<file path="src/rtl/sbus_arbiter.sv">
// rtl/sbus_arbiter.sv - IFU/LSU arbiter onto one SimpleBus memory port, one transaction outstanding.
// Optional ARB_ROUND_ROBIN_EN: alternate on simultaneous requests (default: LSU has fixed priority).
module sbus_arbiter #(
  parameter int unsigned TIMEOUT_CYC = 255
) (
  input  logic        clk,
  input  logic        rst_n,
  input  logic        ifu_reqValid,
  input  logic [31:0] ifu_raddr,
  output logic        ifu_reqReady,
  output logic        ifu_respValid,
  output logic [31:0] ifu_rdata,
  output logic        ifu_err,
  input  logic        lsu_reqValid,
  input  logic        lsu_wen,
  input  logic [31:0] lsu_addr,
  input  logic [31:0] lsu_wdata,
  input  logic [3:0]  lsu_wmask,
  output logic        lsu_reqReady,
  output logic        lsu_respValid,
  output logic [31:0] lsu_rdata,
  output logic        lsu_err,
  output logic        mem_reqValid,
  output logic        mem_wen,
  output logic [31:0] mem_addr,
  output logic [31:0] mem_wdata,
  output logic [3:0]  mem_wmask,
  input  logic        mem_reqReady,
  input  logic        mem_respValid,
  input  logic [31:0] mem_rdata
);

  typedef enum logic [1:0] {IDLE, REQ, WAIT} state_t;

  localparam logic [7:0] TO_LAST = 8'(TIMEOUT_CYC - 1);

  state_t      state;
  logic        owner_lsu;
  logic [31:0] addr_q;
  logic [31:0] wdata_q;
  logic [3:0]  wmask_q;
  logic        wen_q;
  logic [7:0]  cnt;
`ifdef ARB_ROUND_ROBIN_EN
  logic        last_lsu;
`endif

  logic grant_ifu;
  logic grant_lsu;
  logic resp_ok;
  logic timeout;

  // Grants are gated by rst_n so the ready outputs are low while reset is held.
  always_comb begin
    grant_ifu = 1'b0;
    grant_lsu = 1'b0;
    if (state == IDLE && rst_n) begin
`ifdef ARB_ROUND_ROBIN_EN
      if (ifu_reqValid && lsu_reqValid) begin
        grant_ifu = last_lsu;
        grant_lsu = !last_lsu;
      end else begin
        grant_ifu = ifu_reqValid;
        grant_lsu = lsu_reqValid;
      end
`else
      grant_lsu = lsu_reqValid;
      grant_ifu = ifu_reqValid && !lsu_reqValid;
`endif
    end
  end

  assign resp_ok = (state == WAIT) && mem_respValid;
  assign timeout = (state == WAIT) && !mem_respValid && (cnt == TO_LAST);

  always_ff @(posedge clk or negedge rst_n) begin
    if (!rst_n) begin
      state     <= IDLE;
      owner_lsu <= 1'b0;
      addr_q    <= '0;
      wdata_q   <= '0;
      wmask_q   <= '0;
      wen_q     <= 1'b0;
      cnt       <= '0;
`ifdef ARB_ROUND_ROBIN_EN
      last_lsu  <= 1'b1;
`endif
    end else begin
      case (state)
        IDLE: begin
          if (grant_ifu || grant_lsu) begin
            owner_lsu <= grant_lsu;
            addr_q    <= grant_lsu ? lsu_addr : ifu_raddr;
            wen_q     <= grant_lsu & lsu_wen;
            wdata_q   <= grant_lsu ? lsu_wdata : 32'd0;
            wmask_q   <= grant_lsu ? lsu_wmask : 4'd0;
`ifdef ARB_ROUND_ROBIN_EN
            last_lsu  <= grant_lsu;
`endif
            state     <= REQ;
          end
        end
        REQ: begin
          if (mem_reqReady) begin
            cnt   <= '0;
            state <= WAIT;
          end
        end
        WAIT: begin
          if (resp_ok || timeout) state <= IDLE;
          else                    cnt   <= cnt + 8'd1;
        end
        default: state <= IDLE;
      endcase
    end
  end

  assign ifu_reqReady  = grant_ifu;
  assign lsu_reqReady  = grant_lsu;

  assign mem_reqValid  = (state == REQ);
  assign mem_addr      = addr_q;
  assign mem_wen       = wen_q;
  assign mem_wdata     = wdata_q;
  assign mem_wmask     = wmask_q;

  // A response arriving on the timeout cycle wins, so timeout already excludes mem_respValid.
  assign ifu_respValid = (resp_ok || timeout) && !owner_lsu;
  assign ifu_err       = timeout && !owner_lsu;
  assign ifu_rdata     = (resp_ok && !owner_lsu) ? mem_rdata : 32'd0;
  assign lsu_respValid = (resp_ok || timeout) && owner_lsu;
  assign lsu_err       = timeout && owner_lsu;
  assign lsu_rdata     = (resp_ok && owner_lsu) ? mem_rdata : 32'd0;

endmodule

</file>
<file path="config.mk">
export PLATFORM = sky130hd
export DESIGN_NAME = sbus_arbiter
export DESIGN_NICKNAME = d
export VERILOG_FILES = /design/src/rtl/sbus_arbiter.sv
export SDC_FILE = /design/constraint.sdc
export NUM_CORES = 1
export LEC_CHECK = 0
export BUFFER_PORTS_ARGS = -buffer_cell sky130_fd_sc_hd__buf_2
export CAP_MARGIN = 20
export CORE_AREA = 2 2 108 110
export CTS_CLUSTER_DIAMETER = 80
export DETAILED_ROUTE_END_ITERATION = 8
export DIE_AREA = 0 0 110 112
export PLACE_DENSITY = 0.66
export SLEW_MARGIN = 20
export SYNTH_ARGS = -nofsm -noshare
export SYNTH_HDL_FRONTEND = slang
export SYNTH_SLANG_ARGS = --single-unit
</file>
<file path="constraint.sdc">
create_clock -name clk -period 2.7 [get_ports clk]
set_input_delay 0.54 -clock clk [delete_from_list [all_inputs] [get_ports clk]]
set_output_delay 0.54 -clock clk [all_outputs]
set_load 0.1 [all_outputs]
</file>
**Word-level counts from Yosys, hierarchy flattened**

Index checks and enable logic that the tools add are counted.

- Output and inout port bits: 140
- Input bits: 139
- Word-level logic and storage cells: 51
- Register bits: 80

- Multiplexer cells: 14
- Reduce and logical (&&, ||, !) cells: 21
- Equal/unequal tests: 7
- Bitwise operators: 1
- $add $sub $neg: 1

Operators with widths:

| operator | count |
|---|---|
| two-way mux 32 bit | 4 |
| two-way mux 8 bit | 2 |
| one-hot mux 8 bit (2 select lines) | 1 |
| logical AND 1 bit | 11 |
| adder 8 x 1 -> 8 bit, second input constant | 1 |
| equality test 8 bit, second input constant | 1 |
| two-way mux 2 bit | 3 |
| != test 2 x 1 -> 1 bit, second input constant | 3 |
| one-hot mux 2 bit (3 select lines) | 1 |
| AND reduction 3 bit | 2 |
| two-way mux 4 bit | 1 |
| zero test 1 bit | 3 |
| equality test 2 x 1 -> 1 bit, second input constant | 1 |
| equality test 2 bit, second input constant | 1 |
| zero test 2 bit | 1 |
| logical OR 1 bit | 2 |
| two-way mux 1 bit | 2 |
| != test 2 bit, second input constant | 1 |
| AND reduction 2 bit | 1 |
| nonzero test 2 bit | 1 |
| AND 1 bit | 1 |

**Logic depth before layout (Yosys ltp)**

Gate-level depths: netlist (run 1).

- Word-level depth: 6
- Gate-level depth with buffers: 7
- Gate-level depth less buffers: 6

**Least setup slack after synthesis (run 1)**

No wires, ideal clock.

- Path type: reg-to-output
- Start: reg cnt[0]
- End: out ifu_respValid
- Buffers on the path: 0
- Data required time: 2,160 ps
- Arrival time: 2,409 ps
- Cell stages (with the launch flop): 7
- Path slack: -249 ps
- Cells stage by stage: dfrtp_1 inv_1 ha_1 nand4_1 nor2_1 nand2_1 a21oi_1

- Longest elaborated chain between the ends: 4

Ends and longest elaborated chain:

| what | line | text |
|---|---|---|
| from (decl) | 43 | `logic [7:0] cnt;` |
| from (signal assigned) | 111 | `else cnt <= cnt + 8'd1;` |
| equality test 8 bit | 74 | `assign timeout = (state == WAIT) && !mem_respValid && (cnt == TO_LAST);` |
| logical AND 1 bit | 74 |  |
| logical OR 1 bit | 128 | `assign ifu_respValid = (resp_ok \|\| timeout) && !owner_lsu;` |
| logical AND 1 bit | 128 |  |
| to (decl) | 11 | `output logic ifu_respValid,` |

Every way passes these cells.

**Final worst setup path (run 1)**

- Start: reg state[0]
- End: out ifu_rdata[21]

- Longest elaborated chain between the ends: 4

Ends and longest elaborated chain:

| what | line | text |
|---|---|---|
| from (decl) | 37 | `state_t state;` |
| from (signal assigned) | 78 | `state <= IDLE;` |
| from (signal assigned) | 100 | `state <= REQ;` |
| from (signal assigned) | 106 | `state <= WAIT;` |
| equality test 2 bit | 73 | `assign resp_ok = (state == WAIT) && mem_respValid;` |
| logical AND 1 bit | 73 |  |
| logical AND 1 bit | 130 | `assign ifu_rdata = (resp_ok && !owner_lsu) ? mem_rdata : 32'd0;` |
| two-way mux 32 bit | 130 |  |
| to (decl) | 12 | `output logic [31:0] ifu_rdata,` |

Every way passes these cells.

==> metrics.txt, run 1 <==
# TYPE chip_impl_metric gauge
chip_impl_info{name="run_status",value="finished clean"} 1
chip_impl_metric{name="fmaxAchievable",unit="MHz"} 395.1
chip_impl_metric{name="dr_total_vias",unit=""} 3780
chip_impl_metric{name="worst_setup_hold_path_clk_slew",unit="ns"} 0.06
chip_impl_metric{name="floorplan.initialDensity",unit=""} 0.3473
chip_impl_info{name="setup.worst_path.class",value="reg -> out"} 1
chip_impl_metric{name="timing.critical_path.slowest_cell_delay",unit="ns"} 0.43
chip_impl_metric{name="num-nets-final",unit=""} 774
chip_impl_metric{name="clkLatencyLatePin",unit="ns"} 0.32
chip_impl_metric{name="ys_ff_latch",unit=""} 80
chip_impl_metric{name="synth.yosys.warnings",unit=""} 0
chip_impl_info{name="dominantRegCellSynth",value="sky130_fd_sc_hd__dfrtp_1"} 1
chip_impl_metric{name="drive_gt1_frac",unit=""} 0.4843
chip_impl_metric{name="post_cts.repair.setup_buffers",unit=""} 0
chip_impl_metric{name="grt_antenna_before_repair",unit=""} 1
chip_impl_metric{name="post_synth_num_cell_types",unit=""} 36
chip_impl_info{name="critPathSlowestCell",value="sky130_fd_sc_hd__dfrtp_1"} 1
chip_impl_metric{name="overall_die_area",unit="µm²"} 12320
chip_impl_metric{name="pin_count_of_the_biggest_net_entering_global_routing",unit=""} 81
chip_impl_metric{name="final.period_utilization",unit=""} 0.9373
chip_impl_metric{name="timing.max_cap.violations",unit=""} 0
chip_impl_metric{name="wire_length_of_the_first_global_routing_pass",unit="mm"} 19.28
chip_impl_metric{name="synth_seq_area_share",unit=""} 0.5158
chip_impl_metric{name="placed_cells",unit=""} 765
chip_impl_metric{name="totalWireLength",unit="mm"} 12.56
chip_impl_metric{name="synth_cells",unit=""} 363
chip_impl_metric{name="number_of_cells_in_the_finished_layout_apart_from_fillers",unit=""} 782
chip_impl_info{name="most-common-layout-cells",value="sky130_fd_sc_hd__buf_2, sky130_fd_sc_hd__dfrtp_1, sky130_fd_sc_hd__buf_12"} 1
chip_impl_metric{name="buffer_and_inverter_count_on_the_worst_path",unit=""} 2
chip_impl_metric{name="max_slew_margin",unit=""} 0.5197
chip_impl_info{name="path_delay_family",value="simple AND/OR/NAND/NOR gates"} 1
chip_impl_info{name="min_path_type",value="in -> async"} 1
chip_impl_metric{name="port-buffer-count",unit=""} 278
chip_impl_metric{name="timing.reg2reg.worst_path_depth",unit=""} 5
chip_impl_metric{name="std_cell_rows",unit=""} 39
chip_impl_metric{name="cts-htree-levels",unit=""} 3
chip_impl_info{name="r2r_end",value="mem_addr[0]"} 1
chip_impl_metric{name="tritoncts.num_buffers",unit=""} 9
chip_impl_metric{name="boundaryPins",unit=""} 279
chip_impl_metric{name="place.detailed.hpwl",unit="mm"} 9.972
chip_impl_info{name="cts_tree",value="yes"} 1
chip_impl_metric{name="dieHeight",unit="µm"} 112
chip_impl_info{name="layout_commonest_cell",value="sky130_fd_sc_hd__buf_2"} 1
chip_impl_metric{name="tightestPinTransition",unit="ns"} 0.7204
chip_impl_metric{name="timing_max_transition_violations_final",unit=""} 0
chip_impl_metric{name="grt_overflow_total",unit=""} 0
chip_impl_metric{name="via_per_instance_ratio",unit=""} 4.834
chip_impl_metric{name="syn_nets",unit=""} 504
chip_impl_metric{name="fin_setup_tns",unit="ns"} 0
chip_impl_metric{name="design.core.area",unit="µm²"} 11170
chip_impl_info{name="endpoint",value="ifu_rdata[21]"} 1
chip_impl_metric{name="ant_nets",unit=""} 0
chip_impl_info{name="critical_path.cell_chain",value="and2b_1 -> nand2_1 -> nor2_1 -> buf_4 -> and2_1 -> buf_12"} 1
chip_impl_metric{name="groute.usage.overall",unit=""} 0.2041
chip_impl_info{name="critical_path.endpoint_type",value="output pin"} 1
chip_impl_metric{name="drt_iter0_markers",unit=""} 225
chip_impl_metric{name="synth_enable_flop_cells",unit=""} 0
chip_impl_metric{name="period_minus_slack",unit="ns"} 2.531
chip_impl_metric{name="nFillCells",unit=""} 933
chip_impl_metric{name="chipWidth",unit="µm"} 110
chip_impl_metric{name="synthesis.area",unit="µm²"} 3881
chip_impl_metric{name="design_area",unit="µm²"} 6653
chip_impl_metric{name="finalWeightedCongestion",unit=""} 0.8142
chip_impl_info{name="crit_path_start",value="state[0]"} 1
chip_impl_info{name="rsz0062_at_grt",value="false"} 1
chip_impl_metric{name="fin_worst_skew",unit="ns"} 0.003823
chip_impl_metric{name="first_global_vias",unit=""} 3806
chip_impl_metric{name="placedInstanceArea",unit="µm²"} 6350
chip_impl_metric{name="final_setup_violation_count",unit=""} 0
chip_impl_metric{name="layout-area-overhead-vs-synth",unit="%"} 71.41
chip_impl_metric{name="crit_fanout",unit=""} 30
chip_impl_metric{name="number_of_gates_given_a_new_drive_strength_after_cts",unit=""} 0
chip_impl_metric{name="postLayoutCoreUtil",unit=""} 0.5953
chip_impl_metric{name="drt_pass1_iterations",unit=""} 4
chip_impl_metric{name="worst-path-stages",unit=""} 6
chip_impl_metric{name="timing.critical_path.arrival",unit="ns"} 1.99
chip_impl_metric{name="clock_tree.buffer_depth",unit=""} 2
chip_impl_metric{name="reg2reg_setup_slack",unit="ns"} 0.75
chip_impl_metric{name="async_flop_share",unit=""} 1.000
chip_impl_metric{name="syn-mean-instance-area",unit="µm²"} 10.69
chip_impl_info{name="critical_path.startpoint_type",value="flip-flop"} 1
chip_impl_metric{name="cts_hold_buf",unit=""} 0
chip_impl_metric{name="numClockSinks",unit=""} 80
chip_impl_info{name="regToRegStartpoint",value="state[0]"} 1
chip_impl_metric{name="cp_data_required_time",unit="ns"} 2.16
chip_impl_metric{name="route.detailed.wl_per_inst",unit="µm"} 16.07
chip_impl_metric{name="drc",unit=""} 0
chip_impl_metric{name="final_hold_viol_count",unit=""} 0
chip_impl_info{name="ctsRootBufferMaster",value="sky130_fd_sc_hd__clkbuf_16"} 1
-- cells in the mapped netlist (2+ instances only) --
library cell,number,area (µm²)
sky130_fd_sc_hd__o21ai_0,36,180.2
sky130_fd_sc_hd__ha_1,2,25.02
sky130_fd_sc_hd__dfrtp_1,80,2002
sky130_fd_sc_hd__and3_1,3,18.77
sky130_fd_sc_hd__nand2_1,36,135.1
sky130_fd_sc_hd__nor2_1,6,22.52
sky130_fd_sc_hd__nor3_1,3,15.01
sky130_fd_sc_hd__and2_1,64,400.4
sky130_fd_sc_hd__a211o_1,2,17.52
sky130_fd_sc_hd__mux2i_1,32,320.3
sky130_fd_sc_hd__buf_2,10,50.05
sky130_fd_sc_hd__a2111oi_1,2,20.02
sky130_fd_sc_hd__a21oi_1,2,10.01
sky130_fd_sc_hd__nand3_1,4,20.02
sky130_fd_sc_hd__inv_1,4,15.01
sky130_fd_sc_hd__nand4_1,2,12.51
sky130_fd_sc_hd__buf_6,8,90.09
sky130_fd_sc_hd__a22o_1,37,324.1
sky130_fd_sc_hd__o22a_1,3,26.28
sky130_fd_sc_hd__clkbuf_1,9,33.78
sky130_fd_sc_hd__a21o_1,2,15.01
sky130_fd_sc_hd__nor2b_1,2,12.51
-- worst min-delay path by stage --
stage,start,slack (ns),cells past startpoint,endpoint
5_1_grt,lsu_addr[21],0.41,3,mem_addr[21]
2_1_floorplan,rst_n,0.24,0,cnt[0]
3_5_place_dp,mem_wdata[14],0.48,1,mem_wdata[14]
6_report,rst_n,0.41,2,mem_addr[5]
3_3_place_gp,mem_wdata[29],0.48,1,mem_wdata[29]
4_1_cts,lsu_addr[21],0.41,3,mem_addr[21]
-- through the flow --
stage | hold slack (ns) | setup slack, ns
detailed placement | 0.4797 | 0.5258
global route | 0.4150 | 0.01150
global placement | 0.4774 | 0.5365
CTS | 0.4050 | 0.1638
finish | 0.4070 | 0.1693
floorplan | 0.2444 | -0.2492
-- metal layers --
metal  track usage  wire [µm]  up-vias
met5             0          0        -
met4       0.06667        234        0
met3       0.05972       1196       15
met2        0.3697       6560      194
met1        0.2240       4572     1768
li1              -          -     1803
-- flip-flops by register name, summed over array words and instances (netlist names) --
register   count
cnt            8
mem_addr      32
mem_wdata     32
mem_wen        1
mem_wmask      4
owner_lsu      1
state          2
-- final cells by class --
type / instances / area (µm²) / share of cell area
timing repair buffer: 286 / 2461 / 0.3699
sequential: 80 / 2002 / 0.3009
multi-input combinational: 252 / 1697 / 0.2550
clock buffer: 9 / 225.2 / 0.03385
tap: 143 / 178.9 / 0.02689
clock inverter: 7 / 71.32 / 0.01072
inverter: 4 / 15.01 / 0.002257
antenna: 1 / 2.502 / 0.0003762
-- kinds of logic after synthesis --
group / share of synthesized area
fa+ha+maj: 0.006446
compound gates: 0.1605
buf+inv: 0.04868
simple gates: 0.1860
flops: 0.5158
mux: 0.08253
Power of run 1 is not shown: default switching activity piles up to over one toggle a cycle in this logic, so the estimate is an artifact.
==> run 2: changes to the inputs <==
==> constraint.sdc (replaced) <==
create_clock -name clk -period 2.7 [get_ports clk]
set_input_delay 0.54 -clock clk [delete_from_list [all_inputs] [get_ports clk]]
set_output_delay 0.54 -clock clk [all_outputs]
set_load 0.005 [all_outputs]
==> run 2 against run 1 <==
  * Cell area is 16% lower
  * Maximum frequency is 5.1% higher
  * Clock skew increased by 0.0012 ns
  * Cell count shrank 0.38%
  * Critical endpoint is now lsu_rdata[26]
  * Count of clock-buffer cells in the layout up 3
  * Worst setup slack better by 0.12 ns
  * Critical path depth unchanged
  * Worst hold slack got worse by 0.38 ns
==> metrics.txt, run 2 (same netlist as run 1, synthesis figures left out) <==
# TYPE chip_impl_metric gauge
chip_impl_metric{name="number_of_gates_given_a_new_drive_strength_after_cts",unit=""} 0
chip_impl_metric{name="final.hold.worst_slack",unit="ns"} 0.02324
chip_impl_metric{name="first_global_vias",unit=""} 3694
chip_impl_metric{name="pin_count_of_the_biggest_net_entering_global_routing",unit=""} 75
chip_impl_metric{name="chipWidth",unit="µm"} 110
chip_impl_metric{name="final_setup_violation_count",unit=""} 0
chip_impl_metric{name="std_cell_rows",unit=""} 39
chip_impl_metric{name="cp_data_required_time",unit="ns"} 2.16
chip_impl_metric{name="drive_gt1_frac",unit=""} 0.4780
chip_impl_metric{name="dieHeight",unit="µm"} 112
chip_impl_metric{name="floorplan.initialDensity",unit=""} 0.3473
chip_impl_metric{name="dr_total_vias",unit=""} 3681
chip_impl_metric{name="worst_setup_hold_path_clk_slew",unit="ns"} 0.06
chip_impl_metric{name="timing_max_transition_violations_final",unit=""} 0
chip_impl_info{name="ctsRootBufferMaster",value="sky130_fd_sc_hd__clkbuf_16"} 1
chip_impl_metric{name="design_area",unit="µm²"} 5602
chip_impl_metric{name="num_antenna_cells",unit=""} 0
chip_impl_metric{name="final.period_utilization",unit=""} 0.8915
chip_impl_metric{name="drt_pass1_iterations",unit=""} 6
chip_impl_info{name="min_path_type",value="in -> async"} 1
chip_impl_info{name="most-common-layout-cells",value="sky130_fd_sc_hd__buf_2, sky130_fd_sc_hd__dfrtp_1, sky130_fd_sc_hd__and2_1"} 1
chip_impl_metric{name="final.setup.worst_slack",unit="ns"} 0.2929
chip_impl_metric{name="power.total",unit="mW"} 4.888
chip_impl_metric{name="grt_antenna_before_repair",unit=""} 0
chip_impl_info{name="critical_path.startpoint_type",value="flip-flop"} 1
chip_impl_metric{name="route.detailed.wl_per_inst",unit="µm"} 15.51
chip_impl_metric{name="boundaryPins",unit=""} 279
chip_impl_metric{name="tightestPinTransition",unit="ns"} 0.9286
chip_impl_metric{name="irDropWorstVdd",unit="mV"} 0.4600
chip_impl_metric{name="max_slew_margin",unit=""} 0.3809
chip_impl_metric{name="port-buffer-count",unit=""} 278
chip_impl_metric{name="wire_length_of_the_first_global_routing_pass",unit="mm"} 18.99
chip_impl_metric{name="design.core.area",unit="µm²"} 11170
chip_impl_info{name="rsz0062_at_grt",value="false"} 1
chip_impl_metric{name="pre_cts_worst_setup_slack",unit="ns"} 0.6686
chip_impl_info{name="critical_path.endpoint_type",value="output pin"} 1
chip_impl_info{name="cts_tree",value="yes"} 1
chip_impl_metric{name="timing.critical_path.arrival",unit="ns"} 1.87
chip_impl_metric{name="drt_iter0_markers",unit=""} 216
chip_impl_info{name="setup.worst_path.class",value="reg -> out"} 1
chip_impl_metric{name="totalWireLength",unit="mm"} 12.08
chip_impl_metric{name="cts-htree-levels",unit=""} 3
chip_impl_metric{name="placedInstanceArea",unit="µm²"} 5336
chip_impl_metric{name="place.detailed.hpwl",unit="mm"} 9.346
chip_impl_metric{name="finalWeightedCongestion",unit=""} 0.7850
chip_impl_metric{name="grt_overflow_total",unit=""} 0
chip_impl_metric{name="post_cts.repair.setup_buffers",unit=""} 0
chip_impl_metric{name="period_minus_slack",unit="ns"} 2.407
chip_impl_info{name="run_status",value="finished clean"} 1
chip_impl_metric{name="final_hold_viol_count",unit=""} 0
chip_impl_metric{name="drc",unit=""} 0
chip_impl_info{name="layout_commonest_cell",value="sky130_fd_sc_hd__buf_2"} 1
chip_impl_metric{name="fin_setup_tns",unit="ns"} 0
chip_impl_metric{name="power_per_cell_area",unit="nW/µm²"} 872.7
chip_impl_metric{name="postLayoutCoreUtil",unit=""} 0.5013
chip_impl_metric{name="clock_tree.buffer_depth",unit=""} 2
chip_impl_metric{name="numClockSinks",unit=""} 80
chip_impl_metric{name="tritoncts.num_buffers",unit=""} 9
chip_impl_metric{name="ant_nets",unit=""} 0
chip_impl_metric{name="num-nets-final",unit=""} 773
chip_impl_metric{name="crit_fanout",unit=""} 32
chip_impl_metric{name="power.static_leakage",unit="nW"} 3.105
chip_impl_metric{name="cts_hold_buf",unit=""} 0
chip_impl_metric{name="via_per_instance_ratio",unit=""} 4.725
chip_impl_metric{name="nFillCells",unit=""} 1054
chip_impl_metric{name="clkLatencyLatePin",unit="ns"} 0.33
chip_impl_metric{name="fmaxAchievable",unit="MHz"} 415.4
chip_impl_metric{name="placed_cells",unit=""} 764
chip_impl_metric{name="layout-area-overhead-vs-synth",unit="%"} 44.33
chip_impl_metric{name="groute.usage.overall",unit=""} 0.2004
chip_impl_metric{name="number_of_cells_in_the_finished_layout_apart_from_fillers",unit=""} 779
chip_impl_metric{name="fin_worst_skew",unit="ns"} 0.005068
chip_impl_metric{name="overall_die_area",unit="µm²"} 12320
chip_impl_metric{name="timing.max_cap.violations",unit=""} 0
run 2: cell count changes in the layout (fill, tap and decap cells not counted), moves of 2 or more:
cell                         before  now
sky130_fd_sc_hd__buf_2          211  277
sky130_fd_sc_hd__buf_12          67    0
sky130_fd_sc_hd__clkbuf_1         0    2
sky130_fd_sc_hd__clkinvlp_4       3    0
run 2: path summary, 6_finish.rpt:
| kind | depth (start not counted) | to | slack [ns] | startpoint |
|---|---|---|---|---|
| min | 1 | cnt[4] | 0.02 | rst_n |
| max | 6 | lsu_rdata[26] | 0.29 | state[0] |
| min reg2reg | 1 | mem_wdata[30] | 0.49 | mem_wdata[30] |
| max reg2reg | 4 | mem_addr[27] | 0.90 | state[0] |
| min in group clk | 3 | mem_addr[17] | 0.41 | lsu_addr[17] |
| max in group asynchronous | 2 | mem_addr[27] | 1.56 | rst_n |
run 2: area by class of cell:
cell class / count / area, µm² / share of cell area
clock inverter: 3 / 18.77 / 0.003350
inverter: 4 / 15.01 / 0.002680
timing repair buffer: 285 / 1446 / 0.2582
multi-input combinational: 252 / 1694 / 0.3024
clock buffer: 12 / 246.5 / 0.04400
tap: 143 / 178.9 / 0.03194
sequential: 80 / 2002 / 0.3574
run 2: layer usage:
layer  vias to the layer above  share of wire  GRT usage
met2                       135           0.49     0.3157
met4                         0          0.014    0.05654
li1                       1794              -          -
met3                        11          0.069    0.06089
met1                      1741           0.43     0.2657
met5                         -              0          0
run 2: power by group:
part | internal (mW) | switching (mW)
clock | 0.641 | 0.455
sequential | 1.71 | 0.311
combinational | 0.907 | 0.860
total | 3.26 | 1.63
run 2: critical path, cell delays in order (launching register included):
cell,delay (ns)
sky130_fd_sc_hd__dfrtp_1,0.43
sky130_fd_sc_hd__and2b_1,0.27
sky130_fd_sc_hd__nand2_1,0.13
sky130_fd_sc_hd__nor2_1,0.12
sky130_fd_sc_hd__buf_4,0.26
sky130_fd_sc_hd__and2_1,0.21
sky130_fd_sc_hd__buf_2,0.12
Note: power is estimated with default switching activity, not from simulation.
